### src/rtl/pc_fetch_stage.sv
// Instruction-fetch stage: holds the PC, selects the next PC (jump > branch > stall > sequential),
// and loads the IF/ID pipeline register. A small BOOT/RUN/FLUSH FSM sequences the start-up and redirect bubbles.
module pc_fetch_stage #(
    parameter logic [31:0] RESET_PC = 32'h0000_0000
) (
    input  logic        Clk,
    input  logic        Rst,
    input  logic [31:0] pc_plus4_in,
    input  logic [31:0] instr_in,
    input  logic        stall,
    input  logic        branch_taken,
    input  logic [31:0] branch_target,
    input  logic        jump,
    input  logic [31:0] jump_target,
    output logic [31:0] pc_out,
    output logic [31:0] ifid_instr,
    output logic [31:0] ifid_pc4,
    output logic        ifid_valid,
    output logic [15:0] fetch_count,
    output logic [1:0]  state
);

    typedef enum logic [1:0] {
        BOOT  = 2'b00,
        RUN   = 2'b01,
        FLUSH = 2'b10
    } state_t;

    state_t      state_q;
    state_t      state_d;
    logic        redirect;
    logic        capture;
    logic [31:0] redirect_pc;

    assign redirect = jump | branch_taken;
    assign state    = state_q;

    // State register
    always_ff @(posedge Clk or negedge Rst) begin
        if (!Rst) begin
            state_q <= BOOT;
        end else begin
            state_q <= state_d;
        end
    end

    // Next-state logic; FLUSH never lasts more than one cycle unless re-redirected
    always_comb begin
        state_d = state_q;
        case (state_q)
            BOOT: begin
                if (redirect) begin
                    state_d = FLUSH;
                end else if (stall) begin
                    state_d = BOOT;
                end else begin
                    state_d = RUN;
                end
            end
            RUN, FLUSH: begin
                state_d = redirect ? FLUSH : RUN;
            end
            default: state_d = BOOT;
        endcase
    end

    // Control outputs: BOOT spends its one cycle presenting RESET_PC without capturing
    always_comb begin
        capture     = 1'b0;
        redirect_pc = jump ? jump_target : branch_target;
        if (!redirect && !stall && (state_q != BOOT)) begin
            capture = 1'b1;
        end
    end

    // PC register
    always_ff @(posedge Clk or negedge Rst) begin
        if (!Rst) begin
            pc_out <= RESET_PC;
        end else if (redirect) begin
            pc_out <= redirect_pc;
        end else if (capture) begin
            pc_out <= pc_plus4_in;
        end
    end

    // IF/ID register and delivered-instruction counter
    always_ff @(posedge Clk or negedge Rst) begin
        if (!Rst) begin
            ifid_instr  <= 32'h0;
            ifid_pc4    <= 32'h0;
            ifid_valid  <= 1'b0;
            fetch_count <= 16'h0;
        end else if (redirect) begin
            ifid_valid <= 1'b0;
        end else if (capture) begin
            ifid_instr <= instr_in;
            ifid_pc4   <= pc_plus4_in;
            ifid_valid <= 1'b1;
            if (fetch_count != 16'hFFFF) begin
                fetch_count <= fetch_count + 16'd1;
            end
        end
    end

endmodule

### config.mk
export PLATFORM = sky130hd
export DESIGN_NAME = pc_fetch_stage
export DESIGN_NICKNAME = d
export VERILOG_FILES = /design/src/rtl/pc_fetch_stage.sv
export SDC_FILE = /design/constraint.sdc
export NUM_CORES = 1
export LEC_CHECK = 0
export CAP_MARGIN = 10
export CORE_ASPECT_RATIO = 0.5
export CORE_MARGIN = 2
export CORE_UTILIZATION = 44
export DETAILED_ROUTE_END_ITERATION = 12
export DONT_BUFFER_PORTS = 1
export SLEW_MARGIN = 20
export SYNTH_ARGS = -nofsm -noshare
export SYNTH_HDL_FRONTEND = slang
export SYNTH_SLANG_ARGS = --single-unit
### constraint.sdc
create_clock -name Clk -period 2.6 [get_ports Clk]
set_input_delay 0.39 -clock Clk [delete_from_list [all_inputs] [get_ports Clk]]
set_output_delay 0.39 -clock Clk [all_outputs]
set_load 0.05 [all_outputs]
==> results.md, run 1 <==
* Die height at between 70 and 80 um
* CP arrival at approximately 2.5 ns
* GPL Wtd Cong at 0.804
* Total grt overflow at 0
* Reg2reg path depth at 6
* Violated checks: DRC, hold timing
* Crit share post-route at 82.4%
* PD cells at approximately 1500 mW/mm2
* Fmax at 467 MHz
* Vias in the first global route at roughly 3600
* Area fraction of the dominant cell type after synthesis at 59.7%
* Largest net degree at the start of global routing at roughly 120
* Asr flop ratio synth at 100%
* Final Hold Viols at roughly 120
* Max Cap Viol at 0
* Initial Utilization at around 46%
* Initial antenna violation count at 0
* RSZ-0062 raised after global routing: no
* Area grow syn2layout at 16.2%
* Final min period at about 2.1 ns
* Top FF cell, synth: dfrtp_1
* #FFs+latches synth at 115
* Final Slew Violations at 0
* Worst-margin pin slew at ~0.64 ns
* Dominant cell type by area after synthesis: dfrtp_1
* CTS Sinks at roughly 120
* CTS tree: built
* Syn Nets at 637
* Reg2reg end: fetch_count[13]
* Post-synthesis cell type count at 28
* Number of cell rows at 26
* Clk root buf: clkbuf_16
* Yosys warning count at 0
* GRT Util Overall at around 20%
* Drt first pass iters at 8
* Post-DP Area at between 0.005 and 0.006 mm2
* # diodes at 0
* Reg-to-reg startpoint: state[0]
* Share of layout cells above drive strength 1 at between 10% and 20%
* Setup TNS at 0 ns
* Post-DP HPWL at approximately 8 mm
* Initial drt markers at between 300 and 400
* Cells after Synth at approximately 500
* R2R Setup Slk at approximately 0.46 ns
* Worst setup EP type: flip-flop
* Vias at 3561
* IO Count at between 200 and 250
* Hold Crit Class: primary input to async pin
* Required @ worst endpoint at approximately 2.9 ns
* Core Box Area at between 0.01 and 0.015 mm2
* # DRC at 2
* WHS at -0.324 ns
* Routed len/inst at between 15 and 20 um
* First-pass GRT wire length at between 15 and 20 mm
* Post-route cell area at ~0.0056 mm2
* Die Area at roughly 0.012 mm2
* Seq/Total Area, Yosys at between 50% and 60%
* Status: finished, violations left
* H-tree depth at 4
* Drt total wl at about 12 mm
* Clock Latency Late Sink at 0.40 ns
* # fillers at between 900 and 1000
* Fin nets at 640
* Placed cells at between 600 and 700
* Number of synthesized flops with an enable pin at 0
* Die width at ~150 um
* Setup Fix Bufs, Post-CTS at 0
* Vias per std cell at ~5.4
* CP Launch Type: flip-flop
* Port bufs at 0
* Clock Skew at between 0.01 and 0.015 ns
* Post-route ant nets at 0
* Crit path kind: flip-flop to flip-flop
* Max FO, Critical Path at 17
* Final setup fails at 0
* Synthesized cell area at around 0.0048 mm2
* Leak pwr at 0.00270 uW
* Worst slew margin at 57.3%
* Mean Syn Cell Area at a little under 10 um2
* CTS clk-pin slew, worst paths at roughly 0.060 ns
* Clk buf depth at 2
* Cts bufs inserted at 17
* Synth top area cells: dfrtp_1, nand2_1, a22oi_1
* Finished Layout Cells at 657
* VDD IR max at 0.000784 V
report_power, final:
group	internal (uW)	switching, uW	leakage (uW)	total [uW]
sequential	2370	2590	0.00144	4950
combinational	375	598	0.000993	973
clock	1420	860	0.000273	2280
total	4160	4050	0.00270	8210
stage by stage:
stage / power [uW] / utilization (%) / hold slack, ns / worst slack [ns]
after global placement: 5950 / 48.0 / 0.0962 / 0.497
after floorplan: 5620 / - / 0.0944 / 0.201
after detailed placement: 5980 / 48.0 / 0.0960 / 0.465
after CTS: 8280 / 53.6 / -0.339 / 0.447
after global routing: 8590 / 53.6 / -0.346 / 0.344
final: 8210 / 53.6 / -0.324 / 0.458
critical path, stage by stage (launching register included):
cell      delay (ns)
dfrtp_1         0.34
inv_1           0.04
ha_1            0.25
or4_4           0.55
or3_4           0.45
and4bb_1        0.29
xor2_1          0.14
Yosys cell counts (all sizes together), types with 2 or more instances:
library cell  count
inv               4
xor2             12
nor3              9
a22oi            58
nor3b             2
ha                3
nor2              7
xnor2             3
nand2           200
buf               5
nand3             4
clkbuf           27
o21ai            29
nor4              5
and4bb            2
a222oi            3
or3               2
nand4             4
dfrtp           115
state kept, by name (all words and copies together), names as in the netlist:
name	cells
ifid_pc4	32
pc_out	32
ifid_valid	1
ifid_instr	32
fetch_count	16
state	2
kinds of logic after synthesis:
family | count (synthesis) | share of synthesized area (%)
xor gates and xnor gates | 15 | 2.73
and+or+nand+nor | 239 | 20.5
muxes | 1 | 0.234
adders and majority gates | 3 | 0.779
buffers and inverters | 36 | 3.12
AOI/OAI and AO/OA | 92 | 12.9
DFF | 115 | 59.7
worst max-delay path by stage:
stage                     startpoint              end  slack [ns]  depth (start not counted)
final                       state[0]  fetch_count[13]        0.46                          6
after global routing        state[0]   fetch_count[8]        0.34                          6
after CTS                   state[0]  fetch_count[13]        0.45                          6
after detailed placement    state[0]  fetch_count[15]        0.47                          6
after global placement      state[0]  fetch_count[15]        0.50                          6
after floorplan             state[0]  fetch_count[13]        0.20                          7
cell usage in the layout, fill, tap and decap left out, types with 2 or more instances in the layout:
cell type,count
a222oi_1,3
a22oi_1,58
and4bb_1,2
buf_12,2
buf_4,14
bufinv_16,2
clkbuf_16,17
clkinv_4,5
clkinvlp_4,4
dfrtp_1,115
ha_1,3
inv_1,4
inv_6,2
nand2_1,200
nand3_1,4
nand4_1,4
nor2_1,7
nor3_1,8
nor3b_1,2
nor4_1,4
o21ai_0,29
xnor2_1,3
xor2_1,12
final cells by class:
class                      count  area (um2)  area share [%]
sequential                   115        2880            51.4
multi-input combinational    350        1800            32.2
clock buffer                  18         429            7.66
tap                          140         175            3.13
clock inverter                14         156            2.79
timing repair buffer          16         145            2.59
inverter                       4        15.0           0.268
timing repair:
item	4_1_cts	5_1_grt
hold endpoints to repair	115	115
gates resized for setup	0	0
setup endpoints to repair	0	0
metal layers:
metal  up-vias  global-route usage [%]  part of all wire, %
met1      1685                    24.8                   42
met2       149                    32.8                   48
li1       1710                       -                    -
met4         0                    8.88                  1.6
met3        17                    8.77                  8.6
met5         -                       0                    0
No activity file was read; power rests on OpenSTA's default activity.
==> run 2, diff against run 1 <==
clock period = 1.75 ns   (was 2.6 ns; I/O delays follow)
==> run 2 against run 1 <==
Against the previous run: the run ends with hold timing, setup timing left; sequential cell count unchanged; critical endpoint is now fetch_count[15]; final cell count increased by 14%; critical path type unchanged; sequential power increased by 48%; fmax increased by 14%; combinational power increased by 99%.
==> results.md, run 2 (same netlist as run 1, synthesis figures left out) <==
* CTS Sinks at 115 (unchanged)
* Setup TNS at -1.32 ns (-1.32 ns)
* Clock Latency Late Sink at 0.40 ns (about the same)
* Drt total wl at 14.9 mm (+24%)
* CP Launch Type: flip-flop
* Critical path's slowest cell: or4_4
* Reg-to-reg startpoint: state[1]
* Drt first pass iters at 5 (-3)
* Total grt overflow at 0 (unchanged)
* Vias in the first global route at 4266 (+18%)
* CP startpoint: state[1]
* Clock Skew at 0.00804 ns (-0.00197 ns)
* Top flop regs: ifid_instr: 32 flops, ifid_pc4: 32 flops, pc_out: 32 flops
* Hold Crit Class: primary input to async pin
* Max Cap Viol at 0 (unchanged)
* Clk root buf: clkbuf_16
* Worst setup EP type: flip-flop
* Largest net degree at the start of global routing at 116 (unchanged)
* Port bufs at 0 (unchanged)
* Required @ worst endpoint at 2.08 ns (-0.84 ns)
* Most frequent cells in the layout: nand2_1, dfrtp_1, dlygate4sd3_1, a22oi_1, buf_4
* GPL Wtd Cong at 0.768 (-4.4%)
* Initial drt markers at 307 (+0.33%)
* Vias per std cell at 5.62 (+3.7%)
* Max FO, Critical Path at 5 (-12)
* Final Hold Viols at 115 (unchanged)
* Die width at 152 um (unchanged)
* Setup ws final at -0.121 ns (-0.579 ns)
* Die height at 78.0 um (unchanged)
* Status: finished, violations left
* First-pass GRT wire length at 22.0 mm (+15%)
* R2R Setup Slk at -0.12 ns (-0.58 ns)
* H-tree depth at 4 (unchanged)
* Fin nets at 737 (+15%)
* Crit path kind: flip-flop to flip-flop
* Clk buf depth at 2 (unchanged)
* Post-DP Area at 0.00521 mm2 (+3.9%)
* GRT Util Overall at 23.4% (+2.8 points)
* # fillers at 817 (-13%)
* Commonest non-fill, non-tap cell in the layout: nand2_1
* Violated checks: hold timing, setup timing
* Post-route ant nets at 0 (unchanged)
* Post-DP HPWL at 8.33 mm (+3.9%)
* Reg2reg end: fetch_count[15]
* CP arrival at 2.20 ns (-0.26 ns)
* Final setup fails at 35 (+35)
* Die Area at 0.0119 mm2 (unchanged)
* Vias at 4225 (+19%)
* Post-route cell area at 0.00671 mm2 (+20%)
* Worst-path cell chain: inv_2 -> ha_4 -> or4_4 -> or3_4 -> and4bb_1 -> xor2_1
* Crit path largest cell delay at 0.46 ns (-0.09 ns)
* Leak pwr at 0.00322 uW (+19%)
* Final min period at 1.87 ns (-0.271 ns)
* CTS tree: built
* WHS at -0.445 ns (-0.121 ns)
* PD cells at 1850 mW/mm2 (+27%)
* # diodes at 0 (unchanged)
* Number of cell rows at 26 (unchanged)
* Reg2reg path depth at 6 (unchanged)
* IO Count at 248 (unchanged)
* CTS clk-pin slew, worst paths at 0.05 ns (about the same)
* Fmax at 535 MHz (+14%)
* Core Box Area at 0.0104 mm2 (unchanged)
* VDD IR max at 0.000885 V (+13%)
* RSZ-0062 raised after global routing: yes
* Initial antenna violation count at 0 (unchanged)
* Area grow syn2layout at 39.2%
* # DRC at 0 (-2)
* Final Slew Violations at 0 (unchanged)
* Worst-margin pin slew at 1.14 ns (+0.496 ns)
* Share of layout cells above drive strength 1 at 16.3% (+6.3 points)
* Crit share post-route at 107% (+25 points)
* Cts bufs inserted at 17 (unchanged)
* Routed len/inst at 19.8 um (+8.6%)
* Initial Utilization at 46.1% (unchanged)
* Worst slew margin at 24.0% (-33 points)
==> run 2: cell count changes in the layout (fill, tap and decap cells not counted), sizes merged <==
cell	before	now
clkinv	6	8
clkinvlp	4	2
clkbuf	18	22
bufinv	2	1
buf	16	41
inv	6	4
dlygate4sd3	0	69
==> run 2: worst max path at each step <==
stage | to
floorplan | fetch_count[13]
global placement | fetch_count[13]
detailed placement | fetch_count[8]
CTS | fetch_count[8]
global route | fetch_count[4]
finish | fetch_count[15]
==> run 2: worst max-delay path: cells and delay by family (launching register included) <==
| family | cells | cell delay, ns |
|---|---|---|
| adders and majority gates | 1 | 0.15 |
| DFF | 1 | 0.36 |
| and+or+nand+nor | 3 | 1.12 |
| buffers and inverters | 1 | 0.05 |
| xor gates and xnor gates | 1 | 0.14 |
==> run 2: repair_timing <==
action	CTS	global route
hold buffers	68	1
setup endpoints to repair	10	39
buffers inserted	1	4
endpoints found under the hold margin	212	116
cloned	0	4
gates resized for setup	3	27
pin swaps	1	11
==> run 2: area by class of cell <==
cell class	count	area (um2)	area share (%)
inverters	4	15.0	0.224
well taps	140	175	2.61
clock buffers	19	453	6.75
multi-input cells	350	1920	28.7
flip-flops and latches	115	2880	43.0
clock inverters	11	88.8	1.32
repair buffers	113	1170	17.4
==> run 2: report_power, final <==
| group | internal, uW | switching, uW | leakage, uW | total, uW |
|---|---|---|---|---|
| Combinational | 822 | 1120 | 0.00152 | 1940 |
| Clock | 1990 | 1180 | 0.000270 | 3170 |
| Sequential | 3530 | 3800 | 0.00143 | 7330 |
==> run 2: through the flow <==
step	instances	total power [uW]	setup WS (ns)	util [%]
after global routing	752	13000	-0.200	64.2
after detailed placement	644	8990	-0.132	49.9
final	752	12400	-0.121	64.2
after global placement	644	8920	-0.107	49.9
after CTS	743	12300	-0.120	61.8
after floorplan	501	8420	-0.372	-
==> run 2: per-layer routing <==
| metal | vias to the layer above | routed length, um | part of all wire, % | track usage, % |
|---|---|---|---|---|
| li1 | 1906 | - | - | - |
| met5 | - | 0 | 0 | 0 |
| met1 | 2088 | 6070 | 41 | 28.1 |
| met3 | 20 | 1320 | 8.9 | 7.82 |
| met2 | 211 | 7260 | 49 | 39.5 |
| met4 | 0 | 223 | 1.5 | 8.88 |
==> run 3, diff against run 2 <==
CORE_MARGIN = not set   (was 2)
==> run 3 against run 2 <==
Against the previous run: the run still ends with hold timing, setup timing left; non-clock buffer count is 7 lower; utilization decreased by 1.1 points; clock skew shrank 0.0016 ns; final cell count decreased by 0.80%; wire length shrank 9.9%; largest cell class unchanged; largest power group unchanged; highest routed layer unchanged.
==> results.md, run 3 (same netlist as run 1, synthesis figures left out) <==
* Status: finished, violations left
* Violated checks: hold timing, setup timing
* Vias per std cell at 5.41 (-3.7%)
* Die Area at 0.0114 mm2 (-3.8%)
* Max Cap Viol at 0 (unchanged)
* Total grt overflow at 0 (unchanged)
* Routed len/inst at 18.0 um (-9.2%)
* Area of the multi-input gates at 0.00191 mm2 (-0.52%)
* Leak pwr at 0.00313 uW (-2.6%)
* Setup ws final at -0.177 ns (-0.0568 ns)
* Initial drt markers at 183 (-40%)
* Fmax at 519 MHz (-2.9%)
* Worst setup EP type: flip-flop
* Core Box Area at 0.0104 mm2 (-0.31%)
* Commonest non-fill, non-tap cell in the layout: nand2_1
* Die height at 76.0 um (-2.6%)
* CP Launch Type: flip-flop
* # diodes at 0 (unchanged)
* Worst Path Buf+Inv at 2 (+1)
* CTS tree: built
* VDD IR max at 0.000885 V (about the same)
* Clk buf depth at 2 (unchanged)
* Cts bufs inserted at 17 (unchanged)
* Clock Latency Late Sink at 0.39 ns (about the same)
* Vias in the first global route at 4048 (-5.1%)
* Share of layout cells above drive strength 1 at 14.9% (-1.5 points)
* Drt first pass iters at 5 (unchanged)
* Top flop regs: ifid_instr: 32 flops, ifid_pc4: 32 flops, pc_out: 32 flops
* Sequential cell area at 0.00288 mm2 (unchanged)
* Crit path kind: flip-flop to flip-flop
* Crit share post-route at 110% (+3.2 points)
* Hold buffer count at cts at 68 (unchanged)
* Final min period at 1.93 ns (+0.0568 ns)
* Largest net degree at the start of global routing at 116 (unchanged)
* PD cells at 1890 mW/mm2 (+1.7%)
* First-pass GRT wire length at 20.5 mm (-6.8%)
* Number of cell rows at 26 (unchanged)
* Finished Core Util at 63.1% (-1.1 points)
* Post-route ant nets at 0 (unchanged)
* Fin nets at 730 (-0.95%)
* Drt total wl at 13.4 mm (-9.9%)
* # DRC at 0 (unchanged)
* Die width at 150 um (-1.3%)
* # fillers at 855 (+4.7%)
* Most frequent cells in the layout: nand2_1, dfrtp_1, dlygate4sd3_1, a22oi_1, buf_4
* Initial Utilization at 46.3% (+0.14 points)
* IO Count at 248 (unchanged)
* Cell family with the largest share of critical-path delay: simple AND/OR/NAND/NOR gates
* Worst-margin pin slew at 1.03 ns (-0.107 ns)
* Pwr Total at 12400 uW (-0.32%)
* Critical path's slowest cell: or4_4
* H-tree depth at 4 (unchanged)
* Final Slew Violations at 0 (unchanged)
* CP arrival at 2.24 ns (+0.04 ns)
* WHS at -0.434 ns (+0.0112 ns)
* CTS clk-pin slew, worst paths at 0.05 ns (about the same)
* Vias at 4035 (-4.5%)
* Required @ worst endpoint at 2.06 ns (-0.02 ns)
* Clock Skew at 0.00644 ns (-0.00160 ns)
* GPL Wtd Cong at 0.797 (+3.7%)
* Initial antenna violation count at 0 (unchanged)
* Crit path largest cell delay at 0.46 ns (about the same)
* Final setup fails at 12 (-66%)
* Max FO, Critical Path at 6 (+1)
* Area grow syn2layout at 36.4%
* GRT Util Overall at 23.4% (about the same)
* Hold Crit Class: primary input to async pin
* RSZ-0062 raised after global routing: yes
* Clk root buf: clkbuf_16
* CTS Sinks at 115 (unchanged)
* Port bufs at 0 (unchanged)
* Worst slew margin at 31.2% (+7.2 points)
* Worst-path cell chain: inv_2 -> ha_4 -> or4_4 -> or3_4 -> buf_4 -> nor4_4 -> xor2_1
* Post-DP HPWL at 8.21 mm (-1.5%)
* Final Hold Viols at 115 (unchanged)
-- run 3: layer usage --
layer / track usage [%] / up-vias / routed length [um]
met4: 7.17 / 0 / 102
met3: 6.65 / 9 / 1090
met2: 38.9 / 166 / 6470
met1: 29.6 / 1977 / 5750
met5: 0 / - / 0
li1: - / 1883 / -
-- run 3: final timing paths --
path                            cells past startpoint  slack, ns      startpoint              end
worst min-delay path                                0      -0.43             Rst     ifid_pc4[28]
worst max register to register                      7      -0.18        state[1]  fetch_count[11]
min in group Clk                                    1       0.02            jump       pc_out[18]
worst min register to register                      1       0.53  fetch_count[9]   fetch_count[9]
worst max-delay path                                7      -0.18        state[1]  fetch_count[11]
max in group asynchronous                           0       2.02             Rst      ifid_pc4[9]
-- run 3: layout make-up --
cell class / instances / share of cell area, %
multi-input cells: 350 / 29.1
flip-flops and latches: 115 / 43.9
clock buffers: 20 / 6.95
repair buffers: 106 / 15.4
clock inverters: 11 / 1.69
well taps: 140 / 2.67
inverters: 4 / 0.229
-- run 3: per-stage QoR --
stage / cell area (um2) / cells / setup TNS [ns] / hold WS [ns] / worst slack (ns)
after global placement: 5190 / 643 / -0.592 / -0.0313 / -0.102
final: 6570 / 746 / -1.10 / -0.434 / -0.177
after floorplan: 4930 / 501 / -10.64 / -0.0331 / -0.372
after detailed placement: 5190 / 643 / -0.927 / -0.0315 / -0.153
after global routing: 6570 / 746 / -2.56 / -0.456 / -0.232
after CTS: 6490 / 743 / -1.11 / -0.450 / -0.153
-- run 3: power by group --
group	internal (uW)	switching [uW]	total (uW)	leakage, uW
Clock	2140	1150	3290	0.000285
Sequential	3530	3780	7310	0.00143
Combinational	746	1050	1800	0.00142
Total	6420	5980	12400	0.00313
-- run 3: repair_timing --
action,in CTS,in global routing
pin swaps,3,7
resized for setup,7,11
buffers inserted,1,3
hold endpoints to repair,208,116
setup endpoints to repair,13,92
